$ cat config.mk
export PLATFORM = sky130hd
export DESIGN_NAME = uart_tx_fifo
export DESIGN_NICKNAME = d
export VERILOG_FILES = /design/src/rtl/uart_tx_fifo.sv
export SDC_FILE = /design/constraint.sdc
export NUM_CORES = 1
export LEC_CHECK = 0
export CAP_MARGIN = 20
export CORE_UTILIZATION = 50
export CTS_CLUSTER_DIAMETER = 60
export DETAILED_ROUTE_END_ITERATION = 6
export GPL_TIMING_DRIVEN = 0
export PLACE_DENSITY_LB_ADDON = 0.05
export SLEW_MARGIN = 20
export SYNTH_ARGS = -nofsm -noshare
export SYNTH_HDL_FRONTEND = slang
export SYNTH_SLANG_ARGS = --single-unit
export TNS_END_PERCENT = 30
$ cat constraint.sdc
create_clock -name clk -period 5.6 [get_ports clk]
set_input_delay 1.12 -clock clk [delete_from_list [all_inputs] [get_ports clk]]
set_output_delay 1.12 -clock clk [all_outputs]
set_load 0.01 [all_outputs]
$ cat src/rtl/uart_tx_fifo.sv
// uart_tx_fifo: UART transmitter fed by a write FIFO.
// Frame format (length, parity, stop bits, baud) is latched per frame.
module uart_tx_fifo #(
   parameter int DATA_W     = 8,
   parameter int FIFO_DEPTH = 16,
   parameter int DIV_W      = 16
) (
   input  logic                          clk,
   input  logic                          rst,
   input  logic [DIV_W-1:0]              div,
   input  logic [3:0]                    length,
   input  logic                          parity_en,
   input  logic                          parity_type,
   input  logic                          stop2,
   input  logic                          wr_en,
   input  logic [DATA_W-1:0]             wr_data,
   output logic                          full,
   output logic                          empty,
   output logic [$clog2(FIFO_DEPTH):0]   level,
   output logic                          wr_err,
   output logic                          tx,
   output logic                          busy,
   output logic                          tx_done
);

   localparam int AW = $clog2(FIFO_DEPTH);
   localparam logic [3:0]    LEN_MAX = 4'(DATA_W);
   localparam logic [3:0]    LEN_MIN = 4'd5;
   localparam logic [AW-1:0] PTR_ONE = AW'(1);
   localparam logic [AW:0]   CNT_ONE = (AW+1)'(1);
   localparam logic [AW:0]   CNT_MAX = (AW+1)'(FIFO_DEPTH);
   localparam logic [DIV_W-1:0] DIV_ONE = DIV_W'(1);

   typedef enum logic [2:0] {
      IDLE, START, DATA, PARITY, STOP1, STOP2
   } state_t;

   logic [DATA_W-1:0] mem [FIFO_DEPTH];
   logic [AW-1:0]     wr_ptr;
   logic [AW-1:0]     rd_ptr;
   logic [AW:0]       count;
   logic              push;
   logic              pop;

   state_t            state;
   logic [DIV_W-1:0]  timer;
   logic [DIV_W-1:0]  lim_q;
   logic [3:0]        len_q;
   logic [3:0]        bit_cnt;
   logic              par_en_q;
   logic              stop2_q;
   logic              par_q;
   logic [DATA_W-1:0] shreg;

   logic [3:0]        len_eff;
   logic [DIV_W-1:0]  lim_eff;
   logic [DATA_W-1:0] len_mask;
   logic [DATA_W-1:0] head;
   logic              par_bit;
   logic              bit_end;
   logic              last_stop;
   logic              frame_end;

   assign full  = (count == CNT_MAX);
   assign empty = (count == '0);
   assign level = count;
   assign head  = mem[rd_ptr];

   assign len_eff = (length >= LEN_MIN && length <= LEN_MAX) ?
                    length : LEN_MAX;
   assign lim_eff = (div > DIV_ONE) ? div : DIV_ONE;

   // Select only the bits that will be sent for the parity sum.
   always_comb begin
      len_mask = '0;
      for (int i = 0; i < DATA_W; i++)
         len_mask[i] = (i < int'(len_eff));
   end

   // Odd parity is the inverted even-parity sum.
   assign par_bit   = (^(head & len_mask)) ^ parity_type;

   assign bit_end   = (timer == lim_q);
   assign last_stop = (state == STOP2) ||
                      (state == STOP1 && !stop2_q);
   assign frame_end = last_stop && bit_end;

   // Full is judged on pre-edge occupancy, so a pop never frees a slot
   // for a write in the same cycle.
   assign push = wr_en && !full;
   assign pop  = !empty && ((state == IDLE) || frame_end);

   // FIFO storage; contents need no reset since pointers gate reads.
   always_ff @(posedge clk) begin
      if (push)
         mem[wr_ptr] <= wr_data;
   end

   // FIFO pointers, occupancy and the rejected-write pulse.
   always_ff @(posedge clk or negedge rst) begin
      if (!rst) begin
         wr_ptr <= '0;
         rd_ptr <= '0;
         count  <= '0;
         wr_err <= 1'b0;
      end else begin
         wr_err <= wr_en && full;
         if (push)
            wr_ptr <= wr_ptr + PTR_ONE;
         if (pop)
            rd_ptr <= rd_ptr + PTR_ONE;
         if (push && !pop)
            count <= count + CNT_ONE;
         else if (!push && pop)
            count <= count - CNT_ONE;
      end
   end

   // Frame sequencer with registered tx, busy and tx_done.
   always_ff @(posedge clk or negedge rst) begin
      if (!rst) begin
         state    <= IDLE;
         timer    <= '0;
         lim_q    <= DIV_ONE;
         len_q    <= LEN_MAX;
         bit_cnt  <= '0;
         par_en_q <= 1'b0;
         stop2_q  <= 1'b0;
         par_q    <= 1'b0;
         shreg    <= '0;
         tx       <= 1'b1;
         busy     <= 1'b0;
         tx_done  <= 1'b0;
      end else begin
         tx_done <= last_stop && (timer == lim_q - DIV_ONE);
         if (pop) begin
            state    <= START;
            timer    <= '0;
            tx       <= 1'b0;
            busy     <= 1'b1;
            shreg    <= head;
            len_q    <= len_eff;
            lim_q    <= lim_eff;
            par_en_q <= parity_en;
            stop2_q  <= stop2;
            par_q    <= par_bit;
         end else if (state != IDLE) begin
            if (!bit_end) begin
               timer <= timer + DIV_ONE;
            end else begin
               timer <= '0;
               unique case (state)
                  START: begin
                     state   <= DATA;
                     bit_cnt <= '0;
                     tx      <= shreg[0];
                     shreg   <= shreg >> 1;
                  end
                  DATA: begin
                     if (bit_cnt == len_q - 4'd1) begin
                        if (par_en_q) begin
                           state <= PARITY;
                           tx    <= par_q;
                        end else begin
                           state <= STOP1;
                           tx    <= 1'b1;
                        end
                     end else begin
                        bit_cnt <= bit_cnt + 4'd1;
                        tx      <= shreg[0];
                        shreg   <= shreg >> 1;
                     end
                  end
                  PARITY: begin
                     state <= STOP1;
                     tx    <= 1'b1;
                  end
                  STOP1: begin
                     tx <= 1'b1;
                     if (stop2_q) begin
                        state <= STOP2;
                     end else begin
                        state <= IDLE;
                        busy  <= 1'b0;
                     end
                  end
                  STOP2: begin
                     state <= IDLE;
                     busy  <= 1'b0;
                     tx    <= 1'b1;
                  end
                  default: begin
                     state <= IDLE;
                     busy  <= 1'b0;
                     tx    <= 1'b1;
                  end
               endcase
            end
         end
      end
   end

endmodule

======== Word-level counts from Yosys, hierarchy flattened ========
Memory sizes are Yosys's and may differ from the RTL's.
Cells that the tools add are included.
storage, ports and cells
  bits in registers ....................... 71
  bits in writable memories ............... 128
  input port bits ......................... 34
  output and inout port bits .............. 11
  logic and storage cells ................. 118
  memories ................................ 1
memory list
  name  depth  bits a word  read ports  clocked after memory_dff  wr ports  line  RTL
  mem   16     8            1           0                         1         38    logic [DATA_W-1:0] mem [FIFO_DEPTH];
cells by class
  $add $sub $neg .......................... 8
  $lt $le $gt $ge ......................... 11
  equal/unequal tests ..................... 14
  multiplexer cells ....................... 34
  bitwise gates (word level) .............. 3
  reductions and logical operators ........ 31
operator list
  cell                     count
  $mux W16                 4
  $eq A16 B16 Y1           2
  $mux W8                  4
  $mux W3                  6
  $add A16 B1 Y16 const B  1
  $gt A16 B1 Y1 const B    1
  $lt A3 B4 Y1 const A     4
  $pmux W8 S2              1
  $sub A16 B1 Y16 const B  1
  $add A4 B1 Y4 const B    3
  $pmux W3 S4              1
  $mux W1                  11
  $mux W5                  2
  $logic_and A1 B1 Y1      9
  $ne A3 B3 Y1 const B     3
  $and A8 B8 Y8            1
  $lt A1 B4 Y1 const A     2
  $lt A2 B4 Y1 const A     2
  $mux W4                  2
  $pmux W4 S2              1
  $reduce_and A4 Y1        2
  $reduce_bool A2 Y1       4
  $reduce_xor A8 Y1        1
  $eq A3 B2 Y1 const B     2
  23 further kinds         31

======== Logic depth before layout (Yosys ltp) ========
Gate-level depths: netlist (run 1).
  word-level depth ........................ 9
  depth in mapped cells ................... 18
  mapped depth without buffers ............ 15

======== Least setup slack after synthesis (run 1) ========
Ideal clock, no wire load.
  path kind ............................... reg-to-reg
  from .................................... register lim_q[13]
  to ...................................... register count[4] (netlist: level[4])
  setup time .............................. 0.127 ns
  data arrival time ....................... 3.427 ns
  data required time ...................... 5.473 ns
  setup slack ............................. 2.045 ns
  stages on the path, launching flop included .. 19
  path buffers ............................ 3
  clock period less this slack ............ 3.555 ns
  path through ............................ dfrtp_1 > buf_2 > xor2_1 > or4_4 > nor4_4 > nand3_4 > nor4_1 > o21a_1 > buf_4 > inv_2 > buf_2 > ha_1 > inv_1 > ha_1 > a21o_1 > a21oi_1 > xnor2_1 > nor2_1 > xor2_1
between the ends
  word-level cells in the longest chain between the ends .. 7
  elaborated cells on any way between the ends .. 9
  those cells by class .................... eq/ne (1); mux (1); reduce/logical (7)
RTL lines
  what                                                  line  RTL
  from (decl)                                           47    logic [DIV_W-1:0] lim_q;
  from (signal assigned)                                143   lim_q <= lim_eff;
  $eq A16 B16 Y1 *                                      83    assign bit_end = (timer == lim_q);
  $logic_and A1 B1 Y1 *                                 86    assign frame_end = last_stop && bit_end;
  $logic_or A1 B1 Y1 *                                  91    assign pop = !empty && ((state == IDLE) || frame_end);
  $logic_and A1 B1 Y1 *                                 91
  $logic_not A1 Y1                                      112   if (push && !pop)
  $logic_and A1 B1 Y1                                   112
  $mux W5 / $reduce_bool A2 Y1 (equally long branches)  -
  to (signal assigned)                                  113   count <= count + CNT_ONE;
  to (signal assigned)                                  115   count <= count - CNT_ONE;
  to (decl)                                             41    logic [AW:0] count;
Every way passes the cells marked *; elsewhere a longest branch is shown, timed or not.
A chain may end at the register's enable or synchronous reset.

======== Final worst setup path (run 1) ========
Ends and elaborated chain as after synthesis.

==> flow_results.xml, run 1 <==
<?xml version="1.0" encoding="UTF-8"?>
<metrics>
  <group name="sta">
    <metric name="report.final.hold_viol_count" unit="">0</metric>
    <metric name="worst_clock_skew" unit="ns">0.0131</metric>
    <metric name="max-slew-margin-rel" unit="%">35.7</metric>
    <metric name="finalSetupViolCount" unit="">0</metric>
    <metric name="period_share" unit="%">72.4</metric>
    <metric name="post-route-worst-setup-slack" unit="ns">1.54</metric>
    <metric name="timing.final.max_slew_violations" unit="">0</metric>
    <metric name="setup_total_negative_slack" unit="ns">0</metric>
    <metric name="finalWorstPathRequiredPeriod" unit="ns">4.06</metric>
    <metric name="slew_worst_pin" unit="ns">0.961</metric>
    <metric name="achievable-frequency" unit="MHz">247</metric>
    <metric name="setup_repair_after_global_routing_missed_its_margin" unit="">no</metric>
  </group>
  <group name="global_routing">
    <metric name="total_grt_overflow" unit="">0</metric>
    <metric name="largest_net_degree_at_the_start_of_global_routing" unit="">39</metric>
    <metric name="grt_pass1_wl" unit="um">30000</metric>
    <metric name="grt_pass1_vias" unit="">5527</metric>
    <metric name="grt_use_total" unit="%">22.1</metric>
    <metric name="antenna_found_initial" unit="">0</metric>
  </group>
  <group name="setup_path">
    <metric name="critPathCaptureType" unit="">flip-flop</metric>
    <metric name="arrival" unit="ns">4.37</metric>
    <metric name="cpPeakStageDelay" unit="ns">0.55</metric>
    <metric name="cp_cell_sequence" unit="">buf_2 &gt; xor2_1 &gt; or4_4 &gt; nor4_4 &gt; nand3_4 &gt; nor4_1 &gt; o21a_1 &gt; buf_4 &gt; inv_2 &gt; buf_2 &gt; ha_1 &gt; inv_1 &gt; ha_1 &gt; a21o_1 &gt; a21oi_1 &gt; xnor2_1 &gt; nor2_1 &gt; xor2_1</metric>
    <metric name="criticalPathCategory" unit="">reg2reg</metric>
    <metric name="cp_data_required_time" unit="ns">5.91</metric>
    <metric name="critPathLaunchType" unit="">flip-flop</metric>
    <metric name="cp_max_fo" unit="">10</metric>
    <metric name="crit_slowest_cell" unit="">or4_4</metric>
  </group>
  <group name="placement">
    <metric name="finalWeightedCongestion" unit="">0.866</metric>
    <metric name="post-dp-hpwl" unit="um">13600</metric>
    <metric name="placement.cell_area" unit="sq um">9990</metric>
    <metric name="detailedPlace.worstSlack" unit="ns">1.55</metric>
    <metric name="portBuffers" unit="">44</metric>
  </group>
  <group name="clocking">
    <metric name="cts_num_sinks" unit="">199</metric>
    <metric name="holdBufCountCts" unit="">0</metric>
    <metric name="cts.repair.resized" unit="">0</metric>
    <metric name="clock_tree.buffer_depth" unit="">2</metric>
    <metric name="tritoncts.num_buffers" unit="">17</metric>
    <metric name="path_clk_slew" unit="ns">0.07</metric>
    <metric name="ctsHtreeMaxLevel" unit="">4</metric>
    <metric name="cts.repair_timing.setup_buffer_count" unit="">0</metric>
    <metric name="clock_latency" unit="ns">0.44</metric>
    <metric name="clock_tree_from_tritoncts" unit="">yes</metric>
    <metric name="clockRootBuffer" unit="">clkbuf_16</metric>
  </group>
  <group name="synthesis">
    <metric name="synth_enable_flop_cells" unit="">128</metric>
    <metric name="top_area_cell_type_share_of_the_netlist_area" unit="%">41.7</metric>
    <metric name="synth_area" unit="sq um">9220</metric>
    <metric name="postSynthRegisterBits" unit="">199</metric>
    <metric name="synth.yosys.seq_area_share" unit="%">61.0</metric>
    <metric name="synth-main-ff-cell" unit="">edfxtp_1</metric>
    <metric name="yosys.area.top_type" unit="">edfxtp_1</metric>
    <metric name="synth-warning-count" unit="">0</metric>
    <metric name="mappedNetlistNets" unit="">744</metric>
    <metric name="synth.lib_cells_used.distinct" unit="">66</metric>
    <metric name="postSynth.asyncResetShare" unit="%">35.7</metric>
    <metric name="postSynthCellCount" unit="">696</metric>
    <metric name="synth.top_cells.by_area" unit="">edfxtp_1 42%, dfrtp_1 18%, mux4_2 4.4%</metric>
    <metric name="synth_area_per_cell" unit="sq um">13.3</metric>
  </group>
  <group name="hold_path">
    <metric name="holdCritPathClass" unit="">reg2reg</metric>
  </group>
  <group name="job">
    <metric name="drv_cap" unit="">0</metric>
  </group>
  <group name="power">
    <metric name="power_density" unit="nW/um^2">505</metric>
    <metric name="power.static_leakage" unit="nW">3.96</metric>
    <metric name="max-vdd-ir-drop" unit="V">0.000272</metric>
  </group>
  <group name="route">
    <metric name="initialDrtViolationCount" unit="">323</metric>
    <metric name="route.detailed.vias_per_inst" unit="">5.61</metric>
    <metric name="route.detailed.drc" unit="">0</metric>
    <metric name="drt.antenna.violating_nets" unit="">0</metric>
    <metric name="postRouteWirelength" unit="um">19300</metric>
    <metric name="drt-wirelength-per-cell" unit="um">19.3</metric>
    <metric name="vias" unit="">5624</metric>
    <metric name="firstDrtPassIters" unit="">5</metric>
  </group>
  <group name="final_layout">
    <metric name="layout_commonest_cell" unit="">edfxtp_1</metric>
    <metric name="area.growth.synth_to_final" unit="%">14.7</metric>
    <metric name="final_design_area_no_fill" unit="sq um">10600</metric>
    <metric name="finish.utilization" unit="%">58.7</metric>
    <metric name="insertedDiodeCount" unit="">0</metric>
    <metric name="post_route_cells_drive_above_1_share" unit="%">12.7</metric>
    <metric name="layout_common_cells" unit="">128 x edfxtp_1, 94 x nand2_1, 68 x dfrtp_1</metric>
    <metric name="final_nets" unit="">808</metric>
  </group>
  <group name="floorplanning">
    <metric name="core.rowCount" unit="">49</metric>
    <metric name="die_h" unit="um">138</metric>
    <metric name="core_area" unit="sq um">18000</metric>
    <metric name="initial_core_utilization" unit="%">51.2</metric>
    <metric name="chipWidth" unit="um">138</metric>
    <metric name="die_area" unit="sq um">19000</metric>
    <metric name="design.portCount" unit="">45</metric>
  </group>
  <group name="status">
    <metric name="outcome" unit="">finished clean</metric>
  </group>
</metrics>
[cells in the mapped netlist, types with 3 or more instances]
cell type / n
dfrtp_1: 68
edfxtp_1: 128
o31ai_1: 3
a41oi_1: 3
nand2_1: 94
o21a_1: 4
buf_4: 5
buf_12: 3
nor4_1: 10
ha_1: 13
mux2i_1: 38
nand3_1: 13
a221oi_2: 3
a22oi_1: 6
o21ai_0: 22
inv_1: 19
or3_1: 3
xor2_1: 30
xnor2_1: 30
a21oi_1: 12
dfstp_2: 3
nor2_1: 43
nor3_1: 10
o21ai_1: 14
nand4_1: 9
buf_2: 9
and4_1: 3
clkbuf_1: 12
mux4_2: 18
nand2b_1: 6
nor2b_1: 3
a221oi_1: 7
mux2_2: 3
or4_1: 3
[layer usage]
metal	share of wire, %	up-vias	wire, um	track usage [%]
met1	44	2806	8530	28.5
met2	51	109	9930	37.8
met5	0	-	0	0
met4	1.3	0	256	6.10
li1	-	2692	-	-
met3	3.1	17	605	4.30
[final timing paths]
kind                                start         to  slack (ns)  cells after the start
max in group asynchronous             rst   len_q[3]        4.34                      2
worst max register to register  lim_q[13]   level[4]        1.54                     18
worst min-delay path                   tx         tx        0.49                      2
worst max-delay path            lim_q[13]   level[4]        1.54                     18
min in group asynchronous             rst  lim_q[13]        0.63                      1
worst min register to register         tx         tx        0.49                      2
[area by class of cell]
type	count	area (sq um)
Fill cell	1410	7450
Sequential cell	199	5620
Multi-Input combinational cell	443	3320
Timing Repair Buffer	45	458
Clock buffer	17	425
Tap cell	229	287
Buffer	33	218
Clock inverter	15	164
Inverter	21	78.8
[state kept, by name, indices dropped and copies added, names as in the netlist, 3 cells and up]
signal	count
mem	128
lim_q	16
timer	16
shreg	8
level	5
bit_cnt	4
len_q	4
rd_ptr	4
wr_ptr	4
state	3
[worst max-delay path, delay by kind of cell (launching register included)]
family,cells,cell delay [ns]
simple gates,5,1.29
buf+inv,5,0.80
flops,1,0.36
xor+xnor,3,0.44
fa+ha+maj,2,0.52
compound gates,3,0.53
[metrics by stage]
step	instances	hold WS, ns	total power (W)
floorplan	696	0.466	0.00360
global placement	969	0.473	0.00410
detailed placement	970	0.483	0.00416
CTS	1002	0.496	0.00538
global route	1002	0.536	0.00565
finish	1002	0.492	0.00534
[cell families after synthesis]
logic type / share of synthesized area (%)
and+or+nand+nor: 11.3
muxes: 9.62
DFF: 61.0
xor gates and xnor gates: 6.19
AOI/OAI and AO/OA: 6.72
buffers and inverters: 3.22
adders and majority gates: 1.98
[power breakdown]
part	switching (W)	internal (W)
logic	0.00108	0.000967
registers	0.000213	0.00186
clock network	0.000613	0.000603
total	0.00191	0.00343
(Power assumes the default switching activity.)
==> run 2: changes to the inputs <==
- clock period: 5.6 -> 4.1 ns (I/O delays scaled with it)
==> run 2 against run 1 <==
Clock power is 36% higher. Clock skew decreased by 0.0010 ns. Hold slack lost 0.16 ns. Global-route usage did not move. Clock-buffer cell count unchanged. Wire length is 0.46% lower. Largest cell class unchanged.
==> flow_results.xml, run 2 (synthesis gave the netlist of run 1 again) <==
<?xml version="1.0" encoding="UTF-8"?>
<metrics>
  <group name="floorplanning">
    <metric name="chipWidth" unit="um">138</metric>
    <metric name="core.rowCount" unit="">49</metric>
    <metric name="core_area" unit="sq um">18000</metric>
    <metric name="initial_core_utilization" unit="%">51.2</metric>
    <metric name="die_h" unit="um">138</metric>
    <metric name="design.portCount" unit="">45</metric>
    <metric name="die_area" unit="sq um">19000</metric>
  </group>
  <group name="route">
    <metric name="postRouteWirelength" unit="um">19200</metric>
    <metric name="drt-wirelength-per-cell" unit="um">19.2</metric>
    <metric name="route.detailed.drc" unit="">0</metric>
    <metric name="drt.antenna.violating_nets" unit="">0</metric>
    <metric name="vias" unit="">5671</metric>
    <metric name="route.detailed.vias_per_inst" unit="">5.65</metric>
    <metric name="initialDrtViolationCount" unit="">311</metric>
    <metric name="firstDrtPassIters" unit="">5</metric>
  </group>
  <group name="setup_path">
    <metric name="cp_max_fo" unit="">14</metric>
    <metric name="timing.rr.start" unit="">lim_q[13]</metric>
    <metric name="criticalPathCategory" unit="">reg2reg</metric>
    <metric name="arrival" unit="ns">4.06</metric>
    <metric name="cp_data_required_time" unit="ns">4.41</metric>
    <metric name="critPathLaunch" unit="">lim_q[13]</metric>
    <metric name="critPathCaptureType" unit="">flip-flop</metric>
    <metric name="critPathLaunchType" unit="">flip-flop</metric>
  </group>
  <group name="final_layout">
    <metric name="layout_common_cells" unit="">128 x edfxtp_1, 94 x nand2_1, 68 x dfrtp_1</metric>
    <metric name="post_route_cells_drive_above_1_share" unit="%">12.9</metric>
    <metric name="final_design_area_no_fill" unit="sq um">10600</metric>
    <metric name="area.growth.synth_to_final" unit="%">14.9</metric>
    <metric name="final_nets" unit="">809</metric>
    <metric name="largest_registers" unit="">mem (128), lim_q (16), timer (16)</metric>
    <metric name="number_of_flip_flops_under_the_largest_register_name" unit="">128</metric>
    <metric name="regMostFlops" unit="">mem</metric>
    <metric name="finish.utilization" unit="%">58.8</metric>
    <metric name="insertedDiodeCount" unit="">0</metric>
    <metric name="layout_commonest_cell" unit="">edfxtp_1</metric>
  </group>
  <group name="sta">
    <metric name="report.final.hold_viol_count" unit="">0</metric>
    <metric name="slew_worst_pin" unit="ns">0.980</metric>
    <metric name="timing.final.max_slew_violations" unit="">0</metric>
    <metric name="setup_repair_after_global_routing_missed_its_margin" unit="">no</metric>
    <metric name="max-slew-margin-rel" unit="%">34.5</metric>
    <metric name="worst_clock_skew" unit="ns">0.0121</metric>
    <metric name="finalSetupViolCount" unit="">0</metric>
    <metric name="finalWorstPathRequiredPeriod" unit="ns">3.75</metric>
    <metric name="achievable-frequency" unit="MHz">267</metric>
    <metric name="period_share" unit="%">91.5</metric>
  </group>
  <group name="power">
    <metric name="max-vdd-ir-drop" unit="V">0.000370</metric>
    <metric name="power.static_leakage" unit="nW">3.97</metric>
    <metric name="post-layout-total-power" unit="W">0.00729</metric>
    <metric name="power_density" unit="nW/um^2">689</metric>
  </group>
  <group name="global_routing">
    <metric name="total_grt_overflow" unit="">0</metric>
    <metric name="largest_net_degree_at_the_start_of_global_routing" unit="">39</metric>
    <metric name="grt_pass1_vias" unit="">5527</metric>
    <metric name="grt_use_total" unit="%">22.1</metric>
    <metric name="antenna_found_initial" unit="">0</metric>
    <metric name="grt_pass1_wl" unit="um">30000</metric>
  </group>
  <group name="clocking">
    <metric name="clock_tree_from_tritoncts" unit="">yes</metric>
    <metric name="tritoncts.num_buffers" unit="">17</metric>
    <metric name="ctsHtreeMaxLevel" unit="">4</metric>
    <metric name="clock_tree.buffer_depth" unit="">2</metric>
    <metric name="clockRootBuffer" unit="">clkbuf_16</metric>
    <metric name="cts_num_sinks" unit="">199</metric>
    <metric name="clock_latency" unit="ns">0.43</metric>
    <metric name="holdBufCountCts" unit="">0</metric>
    <metric name="path_clk_slew" unit="ns">0.07</metric>
  </group>
  <group name="hold_path">
    <metric name="holdCritPathClass" unit="">in2async</metric>
  </group>
  <group name="placement">
    <metric name="portBuffers" unit="">44</metric>
    <metric name="placement.cell_area" unit="sq um">9990</metric>
    <metric name="finalWeightedCongestion" unit="">0.866</metric>
    <metric name="post-dp-hpwl" unit="um">13600</metric>
  </group>
  <group name="job">
    <metric name="drv_cap" unit="">0</metric>
  </group>
  <group name="status">
    <metric name="outcome" unit="">finished clean</metric>
  </group>
</metrics>
==> run 2: cell count changes in the layout (fill, tap and decap cells not counted) <==
| cell | delta |
|---|---|
| nor4_1 | -1 |
| buf_4 | +2 |
| buf_2 | -1 |
| nor4_2 | +1 |
==> run 2: power breakdown <==
part	total, W	switching, W	internal, W
sequential	0.00283	0.000289	0.00254
clock	0.00166	0.000835	0.000824
combinational	0.00280	0.00148	0.00132
total	0.00729	0.00260	0.00469
==> run 2: layer usage <==
layer / vias to the layer above / GRT usage, % / share of wire (%)
met5: - / 0 / 0
li1: 2693 / - / -
met1: 2847 / 28.5 / 44
met4: 0 / 6.10 / 1.2
met3: 14 / 4.30 / 3.2
met2: 117 / 37.8 / 52
==> run 2: worst paths after layout <==
check,cells after the start,slack (ns),end
min reg2reg,2,0.49,tx
min in group clk,2,0.49,tx
max reg2reg,17,0.35,level[4]
max,17,0.35,level[4]
min,1,0.33,lim_q[13]
max in group asynchronous,2,3.14,len_q[3]
==> run 2: timing repair <==
item | 4_1_cts | 5_1_grt
gates resized for setup | 0 | 1
endpoints found under the hold margin | 0 | 0
endpoints found under the setup margin | 0 | 2
buffers inserted | 0 | 2
==> run 2: area by class of cell <==
cell class,instances,area (sq um)
Inverter,21,78.8
Multi-Input combinational cell,443,3330
Clock buffer,17,425
Tap cell,229,287
Sequential cell,199,5620
Fill cell,1407,7430
Buffer,32,213
Clock inverter,15,164
Timing Repair Buffer,47,473
==> run 2: through the flow <==
stage          instances  setup TNS [ns]  hold slack (ns)  worst slack (ns)
2_1_floorplan        696               0            0.466             0.545
3_3_place_gp         969          -17.44            0.473            -0.263
3_5_place_dp         970               0            0.483            0.0461
4_1_cts             1002               0            0.337            0.0142
5_1_grt             1003               0            0.350            0.0946
6_report            1003               0            0.331             0.350
==> run 2: worst max-delay path: stages (launching register included) <==
cell	delay, ns
dfrtp_1	0.36
buf_2	0.17
xor2_1	0.16
or4_4	0.55
nor4_4	0.21
nand3_4	0.13
nor4_2	0.17
o21a_1	0.14
buf_4	0.18
inv_2	0.16
ha_1	0.25
inv_1	0.14
ha_1	0.28
a21o_1	0.19
a21oi_1	0.19
xnor2_1	0.14
nor2_1	0.06
xor2_1	0.14
==> run 3: changes to the inputs <==
- SKIP_LAST_GASP: default -> 1
==> results of run 3 <==
The final DEF is identical to that of run 2; final timing and power are the same.
